**src/rtl/edge_event_arbiter.sv**
```systemverilog
// rtl/edge_event_arbiter.sv - sampled edge-event detector with round-robin single-consumer handout
module edge_event_arbiter #(
  parameter int                CHANNELS = 4,
  parameter int                BITS     = 3,
  parameter logic [BITS-1:0]   TRIGGER  = 3'b011,
  parameter int                TICK_DIV = 4,
  localparam int               CW       = (CHANNELS > 2) ? $clog2(CHANNELS) : 1
) (
  input  logic                clk,
  input  logic                i_sclr_n,
  input  logic                i_en,
  input  logic [CHANNELS-1:0] i_dat,
  input  logic                i_ready,
  input  logic                i_clr_ovf,
  output logic                o_valid,
  output logic [CW-1:0]       o_chan,
  output logic [CHANNELS-1:0] o_overflow
);

  localparam int              CNTW     = (TICK_DIV > 1) ? $clog2(TICK_DIV) : 1;
  localparam logic [CNTW-1:0] CNT_LAST = CNTW'(TICK_DIV - 1);
  localparam logic [CW-1:0]   CH_LAST  = CW'(CHANNELS - 1);

  typedef enum logic {S_IDLE, S_OFFER} state_t;

  state_t              r_state, w_state_nxt;
  logic [CNTW-1:0]     r_cnt;
  logic                w_tick;
  logic [BITS-1:0]     r_hist     [CHANNELS];
  logic [BITS-1:0]     w_hist_nxt [CHANNELS];
  logic [CHANNELS-1:0] w_evt;
  logic [CHANNELS-1:0] r_pend;
  logic [CHANNELS-1:0] w_clr;
  logic [CHANNELS-1:0] r_ovf;
  logic [CW-1:0]       r_rr, w_rr_nxt;
  logic [CW-1:0]       r_chan, w_chan_nxt;
  logic [CW-1:0]       w_sel;
  logic                w_any;
  logic                r_valid, w_valid_nxt;

  assign w_tick = i_en && (r_cnt == CNT_LAST);

  // Sample-tick divider; frozen while disabled.
  always_ff @(posedge clk) begin
    if (!i_sclr_n) begin
      r_cnt <= '0;
    end else if (i_en) begin
      r_cnt <= w_tick ? '0 : r_cnt + 1'b1;
    end
  end

  // Candidate history per channel and pattern match against it.
  always_comb begin
    for (int k = 0; k < CHANNELS; k++) begin
      w_hist_nxt[k] = {r_hist[k][BITS-2:0], i_dat[k]};
      w_evt[k]      = w_tick && (w_hist_nxt[k] == TRIGGER);
    end
  end

  // Shift the new sample into every history on a tick.
  always_ff @(posedge clk) begin
    if (!i_sclr_n) begin
      for (int k = 0; k < CHANNELS; k++) r_hist[k] <= '0;
    end else if (w_tick) begin
      for (int k = 0; k < CHANNELS; k++) r_hist[k] <= w_hist_nxt[k];
    end
  end

  // First pending channel at or after the round-robin pointer; iterate from the
  // far end so the closest hit is the last one written.
  always_comb begin
    logic [CW-1:0] idx;
    idx   = '0;
    w_any = 1'b0;
    w_sel = '0;
    for (int i = CHANNELS - 1; i >= 0; i--) begin
      idx = CW'((int'(r_rr) + i) % CHANNELS);
      if (r_pend[idx]) begin
        w_any = 1'b1;
        w_sel = idx;
      end
    end
  end

  assign w_clr = (r_state == S_IDLE && w_any) ? (CHANNELS'(1) << w_sel) : '0;

  // Pending set beats a same-cycle grant clear so a fresh event is never lost.
  always_ff @(posedge clk) begin
    if (!i_sclr_n) begin
      r_pend <= '0;
    end else begin
      r_pend <= (r_pend & ~w_clr) | w_evt;
    end
  end

  // Sticky lost-event flags; a new overflow outranks the clear strobe.
  always_ff @(posedge clk) begin
    if (!i_sclr_n) begin
      r_ovf <= '0;
    end else begin
      r_ovf <= (i_clr_ovf ? '0 : r_ovf) | (w_evt & r_pend & ~w_clr);
    end
  end

  // Grant FSM next-state: IDLE picks a channel, OFFER holds it until accepted.
  always_comb begin
    w_state_nxt = r_state;
    w_valid_nxt = r_valid;
    w_chan_nxt  = r_chan;
    w_rr_nxt    = r_rr;
    case (r_state)
      S_IDLE: begin
        w_valid_nxt = 1'b0;
        if (w_any) begin
          w_state_nxt = S_OFFER;
          w_valid_nxt = 1'b1;
          w_chan_nxt  = w_sel;
        end
      end
      S_OFFER: begin
        if (i_ready) begin
          w_state_nxt = S_IDLE;
          w_valid_nxt = 1'b0;
          w_rr_nxt    = (r_chan == CH_LAST) ? '0 : r_chan + 1'b1;
        end
      end
      default: begin
        w_state_nxt = S_IDLE;
        w_valid_nxt = 1'b0;
      end
    endcase
  end

  // Grant FSM state and registered outputs.
  always_ff @(posedge clk) begin
    if (!i_sclr_n) begin
      r_state <= S_IDLE;
      r_valid <= 1'b0;
      r_chan  <= '0;
      r_rr    <= '0;
    end else begin
      r_state <= w_state_nxt;
      r_valid <= w_valid_nxt;
      r_chan  <= w_chan_nxt;
      r_rr    <= w_rr_nxt;
    end
  end

  assign o_valid    = r_valid;
  assign o_chan     = r_chan;
  assign o_overflow = r_ovf;

endmodule

```
**config.mk**
```make
export PLATFORM = sky130hd
export DESIGN_NAME = edge_event_arbiter
export DESIGN_NICKNAME = d
export VERILOG_FILES = /design/src/rtl/edge_event_arbiter.sv
export SDC_FILE = /design/constraint.sdc
export NUM_CORES = 1
export LEC_CHECK = 0
export CORE_AREA = 2 2 54 56
export CTS_BUF_LIST = sky130_fd_sc_hd__clkbuf_16
export CTS_CLUSTER_DIAMETER = 150
export DETAILED_ROUTE_END_ITERATION = 12
export DIE_AREA = 0 0 56 58
export PLACE_DENSITY_LB_ADDON = 0.08
export REMOVE_ABC_BUFFERS = 1
export SETUP_SLACK_MARGIN = 0.1
export SYNTH_ARGS = -nofsm -noshare
export SYNTH_HDL_FRONTEND = slang
export SYNTH_SLANG_ARGS = --single-unit
```
**constraint.sdc**
```tcl
create_clock -name clk -period 3.05 [get_ports clk]
set_input_delay 0.61 -clock clk [delete_from_list [all_inputs] [get_ports clk]]
set_output_delay 0.61 -clock clk [all_outputs]
set_load 0.01 [all_outputs]
```
# ---- Word-level counts from Yosys, hierarchy flattened
# Memories as Yosys holds them, arrays and structs flattened.
# Index checks and enable logic that the tools add are counted.
dict set report totals {
  wordCells 77
  n_memories 1
  reg_bits 16
  mem_bits_rw 12
}
dict set report op_classes {
  shifts 1
  order_cmp 4
  n_bitwise 11
  n_reduce_logical 8
  addsub 5
  n_eq_ne 7
  n_mux 33
}
# memory depth word_bits read_ports rd_clocked_by_memory_dff wr line_no
set memory_table {}
lappend memory_table {r_hist 4 3 4 0 4 29} ;# logic [BITS-1:0] r_hist [CHANNELS];
# op count
set ops {}
lappend ops {{1-bit two-way mux} 15}
lappend ops {{4-bit AND} 3}
lappend ops {{3-bit by 2-bit == test with 1-bit output (second input constant)} 4}
lappend ops {{2-bit by 3-bit < comparator with 1-bit output (second input constant)} 4}
lappend ops {{2-bit two-way mux} 6}
lappend ops {{3-bit two-way mux} 4}
lappend ops {{1-bit binary-select mux with 2-bit select} 4}
lappend ops {{4-bit two-way mux} 2}
lappend ops {{4-bit bitwise OR} 2}
lappend ops {{2-bit by 1-bit adder with 2-bit output (second input constant)} 3}
lappend ops {{1-bit logical AND} 6}
lappend ops {{2-bit adder (second input constant)} 2}
lappend ops {{2-bit == test (second input constant)} 2}
lappend ops {{4-bit inverter} 1}
lappend ops {{1-bit bitwise OR} 4}
lappend ops {{1-bit one-hot mux with 2 select lines} 2}
lappend ops {{2-bit AND reduction} 2}
lappend ops {{1-bit by 2-bit << shifter with 4-bit output (first input constant)} 1}
lappend ops {{2-bit inequality test (second input constant)} 1}
lappend ops {{1-bit inverter} 1}

# ---- Longest topological paths before layout
dict set report depth {
  ltp_word 12
  ltp_mapped 6
  mapped_depth_nobuf 6
}

# ---- Worst setup path after synthesis
# Ideal clock, no wire load.
dict set report synth_path {
  path_type {register -> register}
  start {register r_rr[0]}
  end {register r_ovf[3] (netlist: o_overflow[3])}
  setup_slack_ps 1573
  stages_incl_launch_ff 6
  t_required_ps 2933
  path_buffers 0
  arrival_time_ps 1359
  cell_sequence {dfxtp_1 > and2b_4 > nor4b_2 > o21ai_1 > or2_1 > a32o_2}
}
dict set report synth_via {
  elab_chain_len 12
}
# element line_no
set synth_rtl {}
lappend synth_rtl {{from (decl)} 35} ;# logic [CW-1:0] r_rr, w_rr_nxt;
lappend synth_rtl {{from (signal assigned)} 145} ;# r_rr <= w_rr_nxt;
lappend synth_rtl {{2-bit adder} 77} ;# idx = CW'((int'(r_rr) + i) % CHANNELS);
lappend synth_rtl {{1-bit binary-select mux with 2-bit select} 78} ;# if (r_pend[idx]) begin
lappend synth_rtl {{1-bit two-way mux (implied by the code)} 78}
lappend synth_rtl {{2-bit two-way mux or 1-bit two-way mux (tied branches) (4 in series)} 78}
lappend synth_rtl {{1-bit by 2-bit << shifter with 4-bit output or 1-bit logical AND (tied branches)} 85} ;# assign w_clr = (r_state == S_IDLE && w_any) ? (CHANNELS'(1) << w_sel) : '0;
lappend synth_rtl {{4-bit two-way mux *} 85}
lappend synth_rtl {{4-bit inverter *} 101} ;# r_ovf <= (i_clr_ovf ? '0 : r_ovf) | (w_evt & r_pend & ~w_clr);
lappend synth_rtl {{4-bit AND *} 101}
lappend synth_rtl {{4-bit bitwise OR *} 101}
lappend synth_rtl {{to (signal assigned)} 101}
lappend synth_rtl {{to (decl)} 34} ;# logic [CHANNELS-1:0] r_ovf;
# Mark *: on every way between the ends. The rest lies on a longest branch, timed or not. The select of a mux whose other input is x is not followed.
# A chain may end at the register's enable or synchronous reset.

==> results_dict.tcl <==
set metrics [dict create \
    grt_pass1_vias 699 \
    die_h_um 58 \
    start_kind "primary input" \
    die_x_um 56 \
    hp-class "flop to flop" \
    htree_levels 1 \
    layout.nets 131 \
    ys_ff_latch 24 \
    gp_congestion 0.7533 \
    intPower_w 0.0006137 \
    netlist_instances 101 \
    p_leak_nw 0.4869 \
    dp_hpwl_um 1454 \
    yosys_warnings 0 \
    worst-slew-pin-transition_ns 0.7147 \
    min_period_ns 2.102 \
    synth_area_leaders "dfxtp_1 32%, edfxtp_1 24%, and2_1 4.9%" \
    timing.rr.start "r_pend[3]" \
    fin_util_pct 49.06 \
    grt_antenna_before_repair 0 \
    startpoint "i_sclr_n" \
    syn_to_final_growth_pct 28.57 \
    firstDrtPassIters 4 \
    clock_skew_ns 0.002379 \
    switching_share_pct 16.89 \
    outcome "finished clean" \
    clock_power_share_pct 49.8 \
    vdd_drop_max_mv 0.3315 \
    hold_path.startpoint "o_overflow[0]" \
    wl_um 1886 \
    drt_iter0_markers 17 \
    p_sw_w 0.0001248 \
    finalSetupTns_ns 0 \
    power_frac_comb_pct 4.1 \
    slew_headroom_pct 51.91 \
    drc_errors 0 \
    endpoint_kind "flop" \
    synth_area_um2 1016 \
    vias 769 \
    grt_pass1_wl_um 3132 \
    ys_seq_area_share_pct 55.17 \
    cts_resized 0 \
    yosysUniqueCellTypes 33 \
    max_cap_violations 0 \
    critPathKind "primary input to flop" \
    antenna_cells 0 \
    p_per_area_nw_per_um2 565.3 \
    grt_overflow_total 0 \
    cts-hold-fix-buffers 0 \
    final_max_slew_viol_count 0 \
    crit_fanout 11 \
    core_um2 2663 \
    fmax_ghz 0.4758 \
    layout-drive-gt1-share_pct 9.244 \
    wl_per_cell_um 12.57 \
    clkTransAtPathRegs_ns 0.06 \
    period_share_pct 68.91 \
    ant_nets 0 \
    rsz0062_at_grt "false" \
    fillers 258 \
    synth_top_area_cell "dfxtp_1" \
    die_area_um2 3248 \
    setup_viol 0 \
    power_frac_seq_pct 46.2 \
    grtUsageTotal_pct 12.54 \
    cts_root_buf "clkbuf_16" \
    clockBufferDepth 2 \
    arrival_ns 2.30 \
    placement.io_buffers 15 \
    clock-sinks 24 \
    std_cell_rows 19 \
    initial_utilization_pct 38.16 \
    via_per_inst 5.127 \
    cts_buffers 3 \
    io_pins 16 \
    synth_top_cell_area_share_pct 31.53 \
    hold_viol_final 0 \
    clock_latency_ns 0.25 \
    grt_max_degree 15 \
    tritoncts "done" \
    worstPathRequired_ns 3.25 \
    avgSynthCellArea_um2 10.06 \
    cts_setup_buffers 0 \
]
-- cells in the mapped netlist --
master and instances:
nand3b_1 1, a21oi_1 7, o32ai_1 1, clkbuf_1 1, xnor2_1 1, or4_1 1
nor4_1 1, and2_1 8, and3b_1 1, mux2i_1 1, edfxtp_1 8, o21ai_1 6
nand2_1 12, a32o_2 1, nor2b_2 1, and2b_2 1, ha_1 2, and2b_4 1
nand4_1 1, or2_1 1, nand3_1 2, nor2b_1 2, dfxtp_1 16, a21boi_0 1
nor4_2 1, inv_1 3, nor2_1 10, o21ai_0 4, a31oi_1 1, o32a_2 1
nor4b_2 1, nor3_1 1, a31o_1 1
-- worst paths after layout --
check	endpoint	slack [ns]	depth (start not counted)
hold / removal	o_overflow[0]	0.44	2
hold reg to reg	o_overflow[0]	0.44	2
setup reg to reg	o_overflow[3]	1.38	5
setup / recovery	o_overflow[3]	0.95	6
-- power groups by stage --
stage | Clock [W] | Combinational [W] | Sequential [W]
4_1_cts | 0.000379 | 0.0000310 | 0.000341
3_5_place_dp | 0 | 0.0000307 | 0.000348
6_report | 0.000367 | 0.0000301 | 0.000341
5_1_grt | 0.000393 | 0.0000338 | 0.000342
3_3_place_gp | 0 | 0.0000309 | 0.000348
2_1_floorplan | 0 | 0.0000140 | 0.000347
-- layout make-up --
type,instances,area (um2),area share (%)
clock buffers,3,75.07,5.747
clock inverters,1,30.03,2.299
inverters,3,11.26,0.8621
multi-input cells,73,440.4,33.72
flip-flops and latches,24,560.5,42.91
well taps,31,38.79,2.969
repair buffers,15,150.1,11.49
-- state kept, by name (all words and copies together), names as in the netlist --
signal,flops
r_hist,8
r_rr,2
o_valid,1
r_cnt,2
o_chan,2
r_pend,4
o_overflow,4
r_state,1
-- cells in the final DEF (no fill, tap or decap), types with 3 or more instances in the layout --
master,synthesis,final
o21ai_1,6,6
edfxtp_1,8,8
clkbuf_16,0,3
dfxtp_1,16,16
clkdlybuf4s50_1,0,15
and2_1,8,8
inv_1,3,3
o21ai_0,4,4
nor2_1,10,10
a21oi_1,7,7
nand2_1,12,12
-- critical path, stage by stage --
cell and delay [ns]:
clkdlybuf4s50_1 0.55, inv_1 0.19, nor2_1 0.39, and2_1 0.20
and3b_1 0.18, a32o_2 0.17
-- cells by family (layout without fill, tap and decap cells) --
kind of cell | count (synthesis) | in the layout | share of synthesized area, %
AO/OA/AOI/OAI | 23 | 23 | 13.67
XOR/XNOR | 1 | 1 | 0.8622
adder cells (fa/ha/maj) | 2 | 2 | 2.463
buffers and inverters | 4 | 22 | 1.477
flip-flops | 24 | 24 | 55.17
multiplexers | 1 | 1 | 0.9853
AND/OR/NAND/NOR | 46 | 46 | 25.37
-- per-layer routing --
layer	vias up	track usage [%]	part of all wire, %
li1	395	-	-
met2	19	18.66	46
met1	353	17.28	50
met4	0	6.122	0.69
met3	2	2.902	3.9
met5	-	0	0
-- stage by stage --
step	hold WS, ns	total power (W)	setup WS [ns]	instance area, um2	instances
detailed placement	0.4402	0.0003788	0.6658	1201	146
global route	0.4733	0.0007680	0.8265	1306	150
finish	0.4445	0.0007385	0.9483	1306	150
global placement	0.4397	0.0003787	0.7023	1201	146
CTS	0.4492	0.0007507	0.9256	1306	150
floorplan	0.4642	0.0003612	1.431	1012	100
Power figures use the tool's default switching activity.
